$ cat src/rtl/draw_rect_ctl.sv
// Frame-synchronous rectangle position controller: steps xpos/ypos once per FRAME_DIV frames and bounces off the active-area edges.
// Optional macro DRAW_RECT_CTL_GRAVITY_EN replaces constant vertical steps with an accelerating/decelerating speed.
module draw_rect_ctl #(
  parameter int unsigned H_ACTIVE  = 800,
  parameter int unsigned V_ACTIVE  = 600,
  parameter int unsigned RECT_W    = 100,
  parameter int unsigned RECT_H    = 100,
  parameter int unsigned X_INIT    = 1,
  parameter int unsigned Y_INIT    = 1,
  parameter int unsigned STEP_X    = 4,
  parameter int unsigned STEP_Y    = 2,
  parameter int unsigned FRAME_DIV = 1
) (
  input  logic        clk,
  input  logic        rst,
  input  logic        vblnk,
  input  logic        start,
  input  logic        stop,
  input  logic        home,
  output logic [11:0] xpos,
  output logic [11:0] ypos,
  output logic        running,
  output logic        frame_tick
);

  localparam int unsigned POS_W = 12;
  localparam int unsigned SUM_W = POS_W + 1;
  localparam int unsigned XMAX  = H_ACTIVE - RECT_W;
  localparam int unsigned YMAX  = V_ACTIVE - RECT_H;
  localparam int unsigned CNT_W = (FRAME_DIV > 1) ? $clog2(FRAME_DIV) : 1;
  localparam int unsigned VY_W  = 6;
  localparam int unsigned VY_MAX = 31;

  typedef enum logic [1:0] {S_IDLE, S_RUN, S_STEP} state_t;

  state_t             r_state, w_state_nxt;
  logic [POS_W-1:0]   r_xpos, r_ypos, w_xpos_nxt, w_ypos_nxt;
  logic               r_dir_x, r_dir_y, w_dir_x_nxt, w_dir_y_nxt;
  logic [CNT_W-1:0]   r_cnt, w_cnt_nxt;
  logic               r_vblnk_d, r_frame_tick, r_running, w_running_nxt;
  logic [VY_W-1:0]    r_vy, w_vy_nxt;

  logic [POS_W-1:0]   w_x_step, w_y_step;
  logic               w_dx_step, w_dy_step;
  logic [VY_W-1:0]    w_vy_step;
  logic [SUM_W-1:0]   w_x_sum, w_y_sum;

  assign xpos       = r_xpos;
  assign ypos       = r_ypos;
  assign running    = r_running;
  assign frame_tick = r_frame_tick;

  // Candidate position for the next step, computed from the current registers.
  always_comb begin
    w_x_step  = r_xpos;
    w_dx_step = r_dir_x;
    w_y_step  = r_ypos;
    w_dy_step = r_dir_y;
    w_vy_step = r_vy;
    w_x_sum   = SUM_W'(r_xpos) + SUM_W'(STEP_X);
    w_y_sum   = '0;

    if (r_dir_x) begin
      if (w_x_sum >= SUM_W'(XMAX)) begin
        w_x_step  = POS_W'(XMAX);
        w_dx_step = 1'b0;
      end else begin
        w_x_step  = w_x_sum[POS_W-1:0];
      end
    end else if (r_xpos <= POS_W'(STEP_X)) begin
      w_x_step  = '0;
      w_dx_step = 1'b1;
    end else begin
      w_x_step  = r_xpos - POS_W'(STEP_X);
    end

`ifdef DRAW_RECT_CTL_GRAVITY_EN
    w_y_sum = SUM_W'(r_ypos) + SUM_W'(r_vy);
    if (r_dir_y) begin
      if (w_y_sum >= SUM_W'(YMAX)) begin
        w_y_step  = POS_W'(YMAX);
        w_dy_step = 1'b0;
      end else begin
        w_y_step  = w_y_sum[POS_W-1:0];
        w_vy_step = (r_vy >= VY_W'(VY_MAX)) ? VY_W'(VY_MAX) : r_vy + VY_W'(1);
      end
    end else begin
      w_y_step  = (r_ypos > POS_W'(r_vy)) ? r_ypos - POS_W'(r_vy) : '0;
      w_vy_step = (r_vy == '0) ? '0 : r_vy - VY_W'(1);
      w_dy_step = (w_vy_step == '0);
    end
`else
    w_y_sum = SUM_W'(r_ypos) + SUM_W'(STEP_Y);
    if (r_dir_y) begin
      if (w_y_sum >= SUM_W'(YMAX)) begin
        w_y_step  = POS_W'(YMAX);
        w_dy_step = 1'b0;
      end else begin
        w_y_step  = w_y_sum[POS_W-1:0];
      end
    end else if (r_ypos <= POS_W'(STEP_Y)) begin
      w_y_step  = '0;
      w_dy_step = 1'b1;
    end else begin
      w_y_step  = r_ypos - POS_W'(STEP_Y);
    end
`endif
  end

  // Next-state logic; home overrides everything, stop overrides start.
  always_comb begin
    w_state_nxt = r_state;
    w_xpos_nxt  = r_xpos;
    w_ypos_nxt  = r_ypos;
    w_dir_x_nxt = r_dir_x;
    w_dir_y_nxt = r_dir_y;
    w_cnt_nxt   = r_cnt;
    w_vy_nxt    = r_vy;

    case (r_state)
      S_IDLE: begin
        if (start && !stop) w_state_nxt = S_RUN;
      end
      S_RUN: begin
        if (stop) begin
          w_state_nxt = S_IDLE;
        end else if (r_frame_tick) begin
          if (r_cnt == CNT_W'(FRAME_DIV - 1)) begin
            w_cnt_nxt   = '0;
            w_state_nxt = S_STEP;
          end else begin
            w_cnt_nxt   = r_cnt + CNT_W'(1);
          end
        end
      end
      S_STEP: begin
        w_xpos_nxt  = w_x_step;
        w_ypos_nxt  = w_y_step;
        w_dir_x_nxt = w_dx_step;
        w_dir_y_nxt = w_dy_step;
        w_vy_nxt    = w_vy_step;
        w_state_nxt = stop ? S_IDLE : S_RUN;
      end
      default: w_state_nxt = S_IDLE;
    endcase

    if (home) begin
      w_state_nxt = S_IDLE;
      w_xpos_nxt  = POS_W'(X_INIT);
      w_ypos_nxt  = POS_W'(Y_INIT);
      w_dir_x_nxt = 1'b1;
      w_dir_y_nxt = 1'b1;
      w_cnt_nxt   = '0;
      w_vy_nxt    = '0;
    end

    w_running_nxt = (w_state_nxt != S_IDLE);
  end

  always_ff @(posedge clk) begin
    if (rst) begin
      r_state      <= S_IDLE;
      r_xpos       <= POS_W'(X_INIT);
      r_ypos       <= POS_W'(Y_INIT);
      r_dir_x      <= 1'b1;
      r_dir_y      <= 1'b1;
      r_cnt        <= '0;
      r_vy         <= '0;
      r_vblnk_d    <= 1'b0;
      r_frame_tick <= 1'b0;
      r_running    <= 1'b0;
    end else begin
      r_state      <= w_state_nxt;
      r_xpos       <= w_xpos_nxt;
      r_ypos       <= w_ypos_nxt;
      r_dir_x      <= w_dir_x_nxt;
      r_dir_y      <= w_dir_y_nxt;
      r_cnt        <= w_cnt_nxt;
      r_vy         <= w_vy_nxt;
      r_vblnk_d    <= vblnk;
      r_frame_tick <= vblnk & ~r_vblnk_d;
      r_running    <= w_running_nxt;
    end
  end

endmodule

$ cat config.mk
export PLATFORM = sky130hd
export DESIGN_NAME = draw_rect_ctl
export DESIGN_NICKNAME = d
export VERILOG_FILES = /design/src/rtl/draw_rect_ctl.sv
export SDC_FILE = /design/constraint.sdc
export NUM_CORES = 1
export LEC_CHECK = 0
export BUFFER_PORTS_ARGS = -buffer_cell sky130_fd_sc_hd__buf_2
export CAP_MARGIN = 40
export CORE_UTILIZATION = 45
export CTS_CLUSTER_DIAMETER = 100
export DETAILED_ROUTE_END_ITERATION = 6
export HOLD_SLACK_MARGIN = 0.12
export PLACE_DENSITY_LB_ADDON = 0.15
export SLEW_MARGIN = 20
export SYNTH_ARGS = -nofsm -noshare
export SYNTH_HDL_FRONTEND = slang
export SYNTH_SLANG_ARGS = --single-unit
$ cat constraint.sdc
create_clock -name clk -period 2.35 [get_ports clk]
set_input_delay 0 -clock clk [delete_from_list [all_inputs] [get_ports clk]]
set_output_delay 0 -clock clk [all_outputs]
set_load 0.01 [all_outputs]
# Word-level counts from Yosys, hierarchy flattened
# Cells that the tools add are included.
[classes] bitwise_logic=3 n_eq_ne=2 reduce_logical=6 addsub=5 n_lt_le_gt_ge=4 n_mux=20
[op_table] operator="2-to-1 mux 12 bit" n=6
[op_table] operator="adder 12 x 2 -> 13 bit (second input constant)" n=1
[op_table] operator="adder 12 x 3 -> 13 bit (second input constant)" n=1
[op_table] operator=">= comparator 13 x 10 -> 1 bit (second input constant)" n=1
[op_table] operator=">= comparator 13 x 9 -> 1 bit (second input constant)" n=1
[op_table] operator="less-or-equal comparator 12 x 2 -> 1 bit (second input constant)" n=1
[op_table] operator="less-or-equal comparator 12 x 3 -> 1 bit (second input constant)" n=1
[op_table] operator="subtractor 12 x 2 -> 12 bit (second input constant)" n=1
[op_table] operator="subtractor 12 x 3 -> 12 bit (second input constant)" n=1
[op_table] operator="2-to-1 mux 2 bit" n=5
[op_table] operator="2-to-1 mux 1 bit" n=8
[op_table] operator="one-hot mux 2 bit (3 select lines)" n=1
[op_table] operator="AND reduction 3 bit" n=1
[op_table] operator="== test 2 x 1 -> 1 bit (second input constant)" n=1
[op_table] operator="== test 2 bit (second input constant)" n=1
[op_table] operator="zero test 2 bit" n=1
[op_table] operator="NOT 1 bit" n=2
[op_table] operator="nonzero test 2 bit" n=1
[op_table] operator="OR reduction 2 bit" n=1
[op_table] operator="adder 1 bit (second input constant)" n=1
[op_table] operator="bitwise AND 1 bit" n=1
[op_table] operator="logical AND 1 bit" n=1
[op_table] operator="zero test 1 bit" n=1
[word_totals] output_inout_bits=26 word_cells=49 inputBits=6 regBits=32

# Logic depth before layout (Yosys ltp)
# Gate-level depths: netlist of run 1.
[depth] word_depth=6 ltp_mapped=10

# Least setup slack after synthesis of run 1
# OpenSTA, ideal clock, no wires.
[synth_path] kind="register -> register" start="reg r_ypos[1], in the netlist ypos[1]" end="reg r_ypos[2], in the netlist ypos[2]" setup_slack_ps=-7 stages_incl_launch_ff=10 arrival_ps=2287 path_buffers=1 path_cell_list="dfxtp_1 -> clkbuf_1 -> inv_1 -> ha_1 -> inv_1 -> o22ai_1 -> a22oi_1 -> o41a_1 -> a311o_1 -> a21oi_1"
[synth_via] elab_chain_len=4 elab_cells_between_ends=7
[synth_lines] item="start: declaration" line_no="37" source="logic [POS_W-1:0] r_xpos, r_ypos, w_xpos_nxt, w_ypos_nxt;"
[synth_lines] item="start signal: assignment" line_no="164" source="r_ypos <= POS_W'(Y_INIT);"
[synth_lines] item="start signal: assignment" line_no="175" source="r_ypos <= w_ypos_nxt;"
[synth_lines] item="adder 12 x 2 -> 13 bit" line_no="93" source="w_y_sum = SUM_W'(r_ypos) + SUM_W'(STEP_Y);"
[synth_lines] item=">= comparator 13 x 9 -> 1 bit" line_no="95" source="if (w_y_sum >= SUM_W'(YMAX)) begin"
[synth_lines] item="2-to-1 mux 12 bit" line_no="95"
[synth_lines] item="2-to-1 mux 12 bit (*)" line_no="94" source="if (r_dir_y) begin"
# Every way passes the cells marked *; elsewhere a longest branch is shown, timed or not.
# A chain may end at the register's enable or synchronous reset.

# Final worst setup path of run 1
[layout_path] start="reg r_xpos[2], in the netlist xpos[2]" end="reg r_xpos[4], in the netlist xpos[4]"
[layout_via] elab_chain_len=4 elab_cells_between_ends=7
[layout_lines] item="start: declaration" line_no="37"
[layout_lines] item="start signal: assignment" line_no="163" source="r_xpos <= POS_W'(X_INIT);"
[layout_lines] item="start signal: assignment" line_no="174" source="r_xpos <= w_xpos_nxt;"
[layout_lines] item="adder 12 x 3 -> 13 bit" line_no="60" source="w_x_sum = SUM_W'(r_xpos) + SUM_W'(STEP_X);"
[layout_lines] item=">= comparator 13 x 10 -> 1 bit" line_no="64" source="if (w_x_sum >= SUM_W'(XMAX)) begin"
[layout_lines] item="2-to-1 mux 12 bit" line_no="64"
[layout_lines] item="2-to-1 mux 12 bit (*)" line_no="63" source="if (r_dir_x) begin"
# Marked as above.

==> flow_metrics.py, run 1 <==
metrics = {
    "status": {
        "status": "completed",
    },
    "synthesis": {
        "synthTopCellsByCount": "dfxtp_1, a21oi_1, o21ai_0, nand2_1, clkbuf_1",
        "ys_ff_latch": 30,
        "yosysTopAreaCellShare_pct": 27.0,
        "ys_seq_area_share_pct": 27.0,
        "async_reset_ff_share_pct": 0,
        "synth_top_area_cell": "dfxtp_1",
        "yosysMostFrequentCell": "dfxtp_1",
        "ys_types": 55,
        "synth_area_sq_um": 2220,
        "synth_edf_count": 0,
        "synthTopCellsByArea": "dfxtp_1, a21oi_1, o21ai_0, ha_1, nand2_1",
        "synth_flop_cell": "dfxtp_1",
        "post_synth.cell_area_avg_sq_um": 7.33,
        "synthesis.nets": 316,
        "synthCells": 303,
        "ys_warn_count": 0,
    },
    "clock_tree": {
        "htree_num_levels": 2,
        "cts_root_buffer": "clkbuf_8",
        "numCtsBuffers": 5,
        "clock_sinks": 30,
        "clk_path_buf_depth": 2,
        "path_clk_slew_ps": 70,
        "worstSkewPairLatency_ps": 270,
        "cts_tree": "yes",
        "post-cts-setup-buffer-count": 0,
    },
    "worst_setup_path": {
        "crit_required_ps": 2500,
        "crit_arrival_ps": 2350,
        "cp-end-kind": "flip-flop",
        "startpoint_type": "flip-flop",
        "crit_path_max_fanout": 11,
        "crit_type": "flip-flop to flip-flop",
    },
    "final_layout": {
        "finalInstanceArea_sq_um": 2650,
        "n_antenna_cell": 0,
        "drive_gt1_share_pct": 21.6,
        "area_delta_synth_final_pct": 19.4,
        "final_nets": 355,
        "fin_cells": 409,
    },
    "timing": {
        "skew_ps": 5.42,
        "maxSlewViolCount": 0,
        "setup_viol": 0,
        "hold_viol": 0,
        "grt_setup_unrepaired": "no",
        "worst_pin_slew_ps": 853,
        "setup_ws_ps": 147,
        "slew_headroom_pct": 43.2,
        "period_share_pct": 93.8,
        "fmax_ghz": 0.454,
        "fin_tns_setup_ps": 0,
        "min_period_ps": 2200,
    },
    "pwr": {
        "powerDensity_nw_per_um2": 352,
        "p_leak_uw": 0.00108,
        "p_total_uw": 934,
        "peakVddDrop_uv": 372,
    },
    "run": {
        "maxCapViolations": 0,
    },
    "placement": {
        "dpl-instance-area_sq_um": 2520,
        "dp_slack_ps": 183,
        "io_buffers": 30,
        "gp_congestion": 0.869,
        "dp_cells": 397,
        "dp_hpwl_microns": 4310,
    },
    "global_routing": {
        "grt_pass1_vias": 2090,
        "antenna_found_initial": 0,
        "grt_max_degree": 22,
        "overflow": 0,
        "grt_first_pass_wirelength_microns": 10000,
        "grt_usage_pct": 23.9,
    },
    "route": {
        "via_count": 2429,
        "wire_per_inst_microns": 14.8,
        "first_pass_iters": 5,
        "drt-initial-drc-count": 218,
        "antenna_left": 0,
        "route.met3.wl_microns": 388,
        "route.met2.wl_microns": 2680,
        "drc": 0,
        "vias_per_cell": 5.94,
        "highest_layer": "met4",
        "m1WireLength_microns": 2960,
        "wl_microns": 6050,
    },
    "worst_hold_path": {
        "holdCritPathClass": "flip-flop to flip-flop",
    },
    "die": {
        "core_area_sq_um": 4720,
        "initial_core_util_pct": 47.0,
        "die_area_sq_um": 5220,
        "io_pins": 32,
        "rows": 25,
        "die_h_microns": 72.3,
        "die_x_microns": 72.3,
    },
}
-- cell type report --
type / count / area (sq um)
fillers: 454 / 2070
multi-input cells: 234 / 1470
flip-flops and latches: 30 / 601
repair buffers: 58 / 373
well taps: 67 / 83.8
clock buffers: 5 / 68.8
inverters: 13 / 48.8
clock inverters: 2 / 10.0
-- cells by family after synthesis --
group / count (synthesis) / synth area share, %
and+or+nand+nor: 117 / 28.7
other: 1 / 0.169
DFF: 30 / 27.0
adders and majority gates: 7 / 3.94
AOI/OAI and AO/OA: 98 / 28.6
xor gates and xnor gates: 11 / 4.34
buffers and inverters: 39 / 7.21
-- layout by cell type, fill, tap and decap left out, types with 6 or more instances in the layout --
cell type / instances
a31oi_1: 8
nand3_1: 14
xnor2_1: 6
buf_2: 30
nor4_1: 6
nor2_1: 19
nor3_1: 8
nand2_1: 22
inv_1: 13
buf_4: 23
dfxtp_1: 30
nand4_1: 10
ha_1: 7
a21oi_1: 27
o21ai_0: 25
-- power by group --
part	internal, uW	total (uW)	leakage [uW]	switching, uW
combinational	13.9	30.1	0.000794	16.2
sequential	511	513	0.000242	1.77
clock	198	391	0.0000438	193
-- worst paths after layout --
| path | depth (start not counted) | slack, ps | start | to |
|---|---|---|---|---|
| min reg2reg | 1 | 380 | r_vblnk_d$_SDFF_PP0_ | frame_tick$_SDFF_PP0_ |
| max | 9 | 150 | xpos[2]$_SDFFE_PP0P_ | xpos[4]$_SDFFE_PP0P_ |
| min | 1 | 380 | r_vblnk_d$_SDFF_PP0_ | frame_tick$_SDFF_PP0_ |
| max reg2reg | 9 | 150 | xpos[2]$_SDFFE_PP0P_ | xpos[4]$_SDFFE_PP0P_ |
-- registers in the layout (all words and copies together), names as in the netlist --
| register | flops |
|---|---|
| r_state | 2 |
| frame_tick | 1 |
| r_dir_x | 1 |
| ypos | 12 |
| r_dir_y | 1 |
| xpos | 11 |
| running | 1 |
| r_vblnk_d | 1 |
-- per-stage QoR --
stage,hold slack [ps],util (%)
2_1_floorplan,79.1,-
3_3_place_gp,192,53.4
3_5_place_dp,193,53.4
4_1_cts,384,56.1
5_1_grt,408,56.2
6_report,381,56.2
-- critical path, stage by stage (launching register included) --
cell      delay, ps
dfxtp_1         410
buf_4           200
ha_1            150
nor2b_1         130
o21ai_0         110
or2_2           320
nand2_1         240
o221ai_1        170
a22oi_1         240
a21oi_1          90
-- layer usage --
layer / vias to the layer above / track usage (%)
met5: - / 0
met4: 0 / 4.14
met3: 2 / 3.75
met2: 89 / 38.0
met1: 1138 / 34.6
li1: 1200 / -
-- what timing repair did --
action	in CTS	in global routing
endpoints found under the setup margin	0	2
hold endpoints to repair	5	0
resized for setup	0	1
hold buffers	5	0
Power figures use the tool's default switching activity.
==> run 2: changes to the inputs <==
--- a/config.mk
+++ b/config.mk
@@ -7,6 +7,7 @@
 export LEC_CHECK = 0
 export BUFFER_PORTS_ARGS = -buffer_cell sky130_fd_sc_hd__buf_2
 export CAP_MARGIN = 40
+export CORE_ASPECT_RATIO = 0.8
 export CORE_UTILIZATION = 45
 export CTS_CLUSTER_DIAMETER = 100
 export DETAILED_ROUTE_END_ITERATION = 6
==> run 2 against run 1 <==
Net effect:
- critical path type unchanged
- final cell count shrank 2.0%
- clock power grew 36%
- routed wire length grew 1.5%
- combinational power shrank 1%
- hold slack lost 91 ps
- sequential power is essentially flat
- critical endpoint is now ypos[6]$_SDFFE_PP0P_
- fmax grew 0.23%
- power grew 15%
- sequential cell count is the same
- count of clock-buffer cells in the layout is the same
- largest power group is now clock
==> flow_metrics.py, run 2 (synthesized netlist as in run 1, its figures left out) <==
metrics = {
    "status": {
        "status": "completed",
    },
    "global_routing": {
        "overflow": 0,
        "grt_usage_pct": 24.1,
        "grt_util_met2_pct": 36.3,
        "grt_pass1_vias": 2093,
        "grt_first_pass_wirelength_microns": 9800,
        "use_met1_pct": 35.3,
        "grtUsageMet3_pct": 4.65,
        "grt_busiest_layer": "met2",
        "antenna_found_initial": 0,
        "grt_max_degree": 22,
    },
    "clock_tree": {
        "worstSkewPairLatency_ps": 290,
        "cts_tree": "yes",
        "path_clk_slew_ps": 70,
        "cts_root_buffer": "clkbuf_8",
        "clock_sinks": 30,
        "numCtsBuffers": 5,
        "clk_path_buf_depth": 2,
        "htree_num_levels": 2,
    },
    "run": {
        "maxCapViolations": 0,
    },
    "timing": {
        "fmax_ghz": 0.455,
        "hold_viol": 0,
        "fin_tns_setup_ps": 0,
        "grt_setup_unrepaired": "no",
        "slew_headroom_pct": 44.2,
        "worst_pin_slew_ps": 837,
        "period_share_pct": 93.5,
        "min_period_ps": 2200,
        "whs_ps": 289,
        "skew_ps": 5.88,
        "setup_viol": 0,
        "maxSlewViolCount": 0,
    },
    "worst_setup_path": {
        "r2r_setup_slack_ps": 150,
        "r2r_end": "ypos[6]$_SDFFE_PP0P_",
        "cp-startpoint": "ypos[3]$_SDFFE_PP0P_",
        "crit_arrival_ps": 2370,
        "endpoint": "ypos[6]$_SDFFE_PP0P_",
        "cp-end-kind": "flip-flop",
        "r2r_cells": 6,
        "startpoint_type": "flip-flop",
        "rr_startpoint": "ypos[3]$_SDFFE_PP0P_",
        "crit_required_ps": 2520,
        "crit_type": "flip-flop to flip-flop",
        "crit_path_max_fanout": 6,
    },
    "worst_hold_path": {
        "holdCritPathClass": "input pin to flip-flop",
        "hold_start": "start",
    },
    "die": {
        "core_area_sq_um": 4650,
        "die_x_microns": 80.6,
        "die_area_sq_um": 5220,
        "io_pins": 32,
        "die_h_microns": 64.9,
        "initial_core_util_pct": 47.8,
        "rows": 22,
    },
    "final_layout": {
        "drive_gt1_share_pct": 21.4,
        "area_delta_synth_final_pct": 19.5,
        "final_nets": 353,
        "fin_cells": 401,
        "finalInstanceArea_sq_um": 2660,
        "largest_reg_flops": 12,
        "mostFrequentLayoutCells": "buf_2, dfxtp_1, a21oi_1, o21ai_0, nand2_1",
        "fill_cells": 467,
        "n_antenna_cell": 0,
        "mostFrequentLayoutCell": "buf_2",
    },
    "pwr": {
        "p_leak_uw": 0.00109,
        "peakVddDrop_uv": 409,
        "powerDensity_nw_per_um2": 404,
        "p_total_uw": 1070,
    },
    "placement": {
        "dp_cells": 388,
        "gp_congestion": 0.870,
        "dp_hpwl_microns": 4400,
        "dpl-instance-area_sq_um": 2500,
        "io_buffers": 30,
    },
    "route": {
        "wire_per_inst_microns": 15.3,
        "antenna_left": 0,
        "drt-initial-drc-count": 166,
        "first_pass_iters": 5,
        "via_count": 2436,
        "wl_microns": 6140,
        "vias_per_cell": 6.07,
        "drc": 0,
    },
}
==> run 2: cell types whose count changed in the layout (fill, tap and decap cells not counted) <==
cell and change:
a211oi_2 -1, buf_4 -2, a211oi_1 +1, bufinv_16 +1, dfxtp_2 +1, dfxtp_1 -1
==> run 2: timing repair <==
item                                   in CTS  in global routing
setup buffers                               0                  0
gates resized for setup                     0                  1
hold buffers                                5                  0
setup endpoints to repair                   0                  4
endpoints found under the hold margin       5                  0
==> run 2: metal layers <==
metal	wire, microns	up-vias
met2	2600	91
met3	388	4
met1	3120	1156
li1	-	1185
met4	34	0
met5	0	-
==> run 2: report_power, final <==
part,switching [uW],internal [uW],total (uW)
clock,218,312,530
sequential,1.65,511,513
combinational,16.3,13.4,29.7
total,236,836,1070
==> run 2: critical path, cell delays in order (launching register included) <==
cell and delay [ps]:
dfxtp_1 340, or4_1 600, a2111oi_4 450, or2_1 300, o21ai_1 110, o21ai_1 180, a31oi_1 100
==> run 2: how the worst min path moves through the flow <==
stage / endpoint / depth (start not counted)
floorplan: r_vblnk_d$_SDFF_PP0_ / 1
global placement: r_state[1]$_SDFF_PP0_ / 2
detailed placement: r_vblnk_d$_SDFF_PP0_ / 2
CTS: running$_SDFF_PP0_ / 4
finish: running$_SDFF_PP0_ / 4
global route: running$_SDFF_PP0_ / 4
==> run 2: area by class of cell <==
| class | count | area [sq um] | share of cell area [%] |
|---|---|---|---|
| inverters | 13 | 48.8 | 1.84 |
| repair buffers | 56 | 358 | 13.5 |
| clock inverters | 3 | 40.0 | 1.51 |
| flip-flops and latches | 30 | 602 | 22.7 |
| clock buffers | 5 | 68.8 | 2.59 |
| well taps | 60 | 75.1 | 2.83 |
| multi-input cells | 234 | 1460 | 55.1 |
==> run 2: metrics by stage <==
step / setup WS (ps) / utilization, %
2_1_floorplan: 92.6 / -
3_3_place_gp: 146 / 53.7
3_5_place_dp: 124 / 53.7
4_1_cts: 102 / 57.1
5_1_grt: 11.6 / 57.1
6_report: 152 / 57.1
==> run 3: changes to the inputs <==
--- a/config.mk
+++ b/config.mk
@@ -5,6 +5,7 @@
 export SDC_FILE = /design/constraint.sdc
 export NUM_CORES = 1
 export LEC_CHECK = 0
+export ABC_AREA = 1
 export BUFFER_PORTS_ARGS = -buffer_cell sky130_fd_sc_hd__buf_2
 export CAP_MARGIN = 40
 export CORE_ASPECT_RATIO = 0.8
==> run 3 against run 2 <==
Net effect:
- area after synthesis is 4.3% higher
- utilization is 2.3 points lower
- via count is 0.41% higher
- combinational power is 7.4% higher
- clock power is 18% lower
- synthesized cell count is 22% higher
- sequential power hardly changed
- count of clock-buffer cells in the layout is 2 higher
- critical endpoint is now xpos[4]$_SDFFE_PP0P_
- largest cell class unchanged
- highest routed layer unchanged
==> flow_metrics.py, run 3 <==
metrics = {
    "status": {
        "status": "completed",
    },
    "die": {
        "core_area_sq_um": 4760,
        "die_h_microns": 66.2,
        "die_area_sq_um": 5440,
        "rows": 22,
        "initial_core_util_pct": 48.7,
        "die_x_microns": 82.3,
        "io_pins": 32,
    },
    "synthesis": {
        "post_synth.cell_area_avg_sq_um": 6.27,
        "synthesis.nets": 383,
        "synth_flop_cell": "dfxtp_1",
        "ys_seq_area_share_pct": 25.9,
        "synthCells": 370,
        "ys_types": 36,
        "async_reset_ff_share_pct": 0,
        "synth_area_sq_um": 2320,
        "synth_compound_area_share_pct": 14.9,
        "synthTopCellsByCount": "nand2_1, inv_1, nor2_1, a21oi_1, dfxtp_1",
        "synth_edf_count": 0,
        "ys_warn_count": 0,
        "synth_top_area_cell": "dfxtp_1",
        "synthTopCellsByArea": "dfxtp_1, nand2_1, inv_1, a21oi_1, o21ai_0",
        "yosysMostFrequentCell": "nand2_1",
        "synth_xor_area_share_pct": 4.16,
        "synthSimpleGateAreaFrac_pct": 39.3,
        "yosysTopAreaCellShare_pct": 25.9,
        "synthMuxAreaShare_pct": 0,
        "synthAdderAreaFrac_pct": 3.78,
        "synth_top_family_by_area": "simple AND/OR/NAND/NOR gates",
        "ys_ff_latch": 30,
    },
    "worst_setup_path": {
        "max_stage_delay_ps": 460,
        "crit_chain": "inv_1 -> ha_1 -> nand2_1 -> nand2_1 -> inv_1 -> nor2_1 -> nand2_1 -> nand2_1 -> nand2_1 -> nand2_1 -> nand2_2 -> nand2_1 -> nand2_2 -> nand3_1 -> nand2_1 -> inv_1",
        "slowest_stage": "dfxtp_1",
        "crit_buf_inv": 3,
        "crit_arrival_ps": 2170,
        "startpoint_type": "flip-flop",
        "crit_type": "flip-flop to flip-flop",
        "cp-end-kind": "flip-flop",
        "critPathTopFamily": "simple AND/OR/NAND/NOR gates",
        "crit_required_ps": 2530,
        "crit_path_max_fanout": 8,
        "cp_common_cell": "nand2_1",
    },
    "run": {
        "maxCapViolations": 0,
    },
    "route": {
        "m1WireLength_microns": 2870,
        "vias_per_cell": 5.31,
        "antenna_left": 0,
        "route.met2.wl_microns": 2420,
        "wl_microns": 5810,
        "first_pass_iters": 5,
        "route.met3.wl_microns": 498,
        "via_count": 2446,
        "wire_per_inst_microns": 12.6,
        "drt-initial-drc-count": 151,
        "highest_layer": "met4",
        "drc": 0,
    },
    "global_routing": {
        "overflow": 0,
        "antenna_found_initial": 0,
        "grt_first_pass_wirelength_microns": 9820,
        "grt_pass1_vias": 2150,
        "grt_usage_pct": 23.8,
        "grt_max_degree": 29,
    },
    "final_layout": {
        "fill_cells": 498,
        "seqCellArea_sq_um": 601,
        "n_antenna_cell": 0,
        "mostFrequentLayoutCells": "nand2_1, inv_1, nor2_1",
        "area_delta_synth_final_pct": 12.6,
        "final_nets": 413,
        "largest_reg_flops": 12,
        "drive_gt1_share_pct": 15.2,
        "multi_input_area_sq_um": 1440,
        "final_core_util_pct": 54.8,
        "mostFrequentLayoutCell": "nand2_1",
    },
    "timing": {
        "maxSlewViolCount": 0,
        "fin_tns_setup_ps": 0,
        "period_share_pct": 84.9,
        "setup_viol": 0,
        "hold_viol": 0,
        "grt_setup_unrepaired": "no",
        "fmax_ghz": 0.501,
        "skew_ps": 6.61,
        "min_period_ps": 2000,
    },
    "clock_tree": {
        "path_clk_slew_ps": 70,
        "clock_sinks": 30,
        "cts_tree": "yes",
        "cts_root_buffer": "clkbuf_8",
        "post-cts-setup-buffer-count": 0,
        "worstSkewPairLatency_ps": 280,
        "htree_num_levels": 2,
        "post_cts_resized": 0,
        "numCtsBuffers": 5,
        "cts-hold-fix-buffers": 4,
        "clk_path_buf_depth": 2,
    },
    "pwr": {
        "peakVddDrop_uv": 364,
        "powerDensity_nw_per_um2": 375,
        "p_leak_uw": 0.00143,
    },
    "placement": {
        "io_buffers": 30,
        "dp_hpwl_microns": 4310,
        "gp_congestion": 0.909,
    },
    "worst_hold_path": {
        "holdCritPathClass": "input pin to flip-flop",
    },
}
[run 3: path summary, 6_finish.rpt]
check / from / cells after the start / end / slack [ps]
worst max-delay path: xpos[2]$_SDFFE_PP0P_ / 16 / xpos[4]$_SDFFE_PP0P_ / 350
worst max register to register: xpos[2]$_SDFFE_PP0P_ / 16 / xpos[4]$_SDFFE_PP0P_ / 350
worst min-delay path: home / 4 / ypos[0]$_SDFFE_PP1P_ / 150
worst min register to register: r_vblnk_d$_SDFF_PP0_ / 1 / frame_tick$_SDFF_PP0_ / 400
[run 3: layout make-up]
cell class                      instances  share of cell area, %
Clock buffer                            7                   3.31
Clock inverter                          1                  0.192
Inverter                               50                   7.19
Multi-Input combinational cell        276                   55.3
Sequential cell                        30                   23.0
Tap cell                               60                   2.87
Timing Repair Buffer                   37                   8.15
[run 3: worst reg2reg max path, stage by stage (launching register included)]
cell and delay [ps]:
dfxtp_1 460, inv_1 160, ha_1 350, nand2_1 70, nand2_1 50, inv_1 40, nor2_1 30, nand2_1 60
nand2_1 60, nand2_1 60, nand2_1 60, nand2_2 90, nand2_1 70, nand2_2 130, nand3_1 90, nand2_1 80
inv_1 30
[run 3: cells by family after synthesis]
kind of cell | Yosys count
simple gates | 191
compound gates | 66
buf+inv | 64
flops | 30
xor+xnor | 11
fa+ha+maj | 7
other cells | 1
[run 3: layer usage]
metal	up-vias	GRT usage, %
li1	1264	-
met1	1072	33.9
met2	108	35.3
met3	2	6.21
met4	0	5.26
met5	-	0
[run 3: power by group]
part	switching, uW	internal (uW)	total (uW)	leakage, uW
Combinational	17.6	14.3	31.9	0.00114
Clock	199	236	435	0.0000482
Sequential	1.95	511	513	0.000242
Total	219	762	981	0.00143
[run 3: per-stage QoR]
step / power, uW / area (sq um) / cells / setup WS, ps / hold WS, ps
after global routing: 1030 / 2610 / 461 / 48.7 / 159
after floorplan: 540 / 2320 / 370 / 572 / 72.4
after detailed placement: 552 / 2480 / 449 / 367 / 193
final: 981 / 2610 / 461 / 354 / 150
after global placement: 551 / 2480 / 449 / 391 / 190
after CTS: 992 / 2610 / 461 / 352 / 132
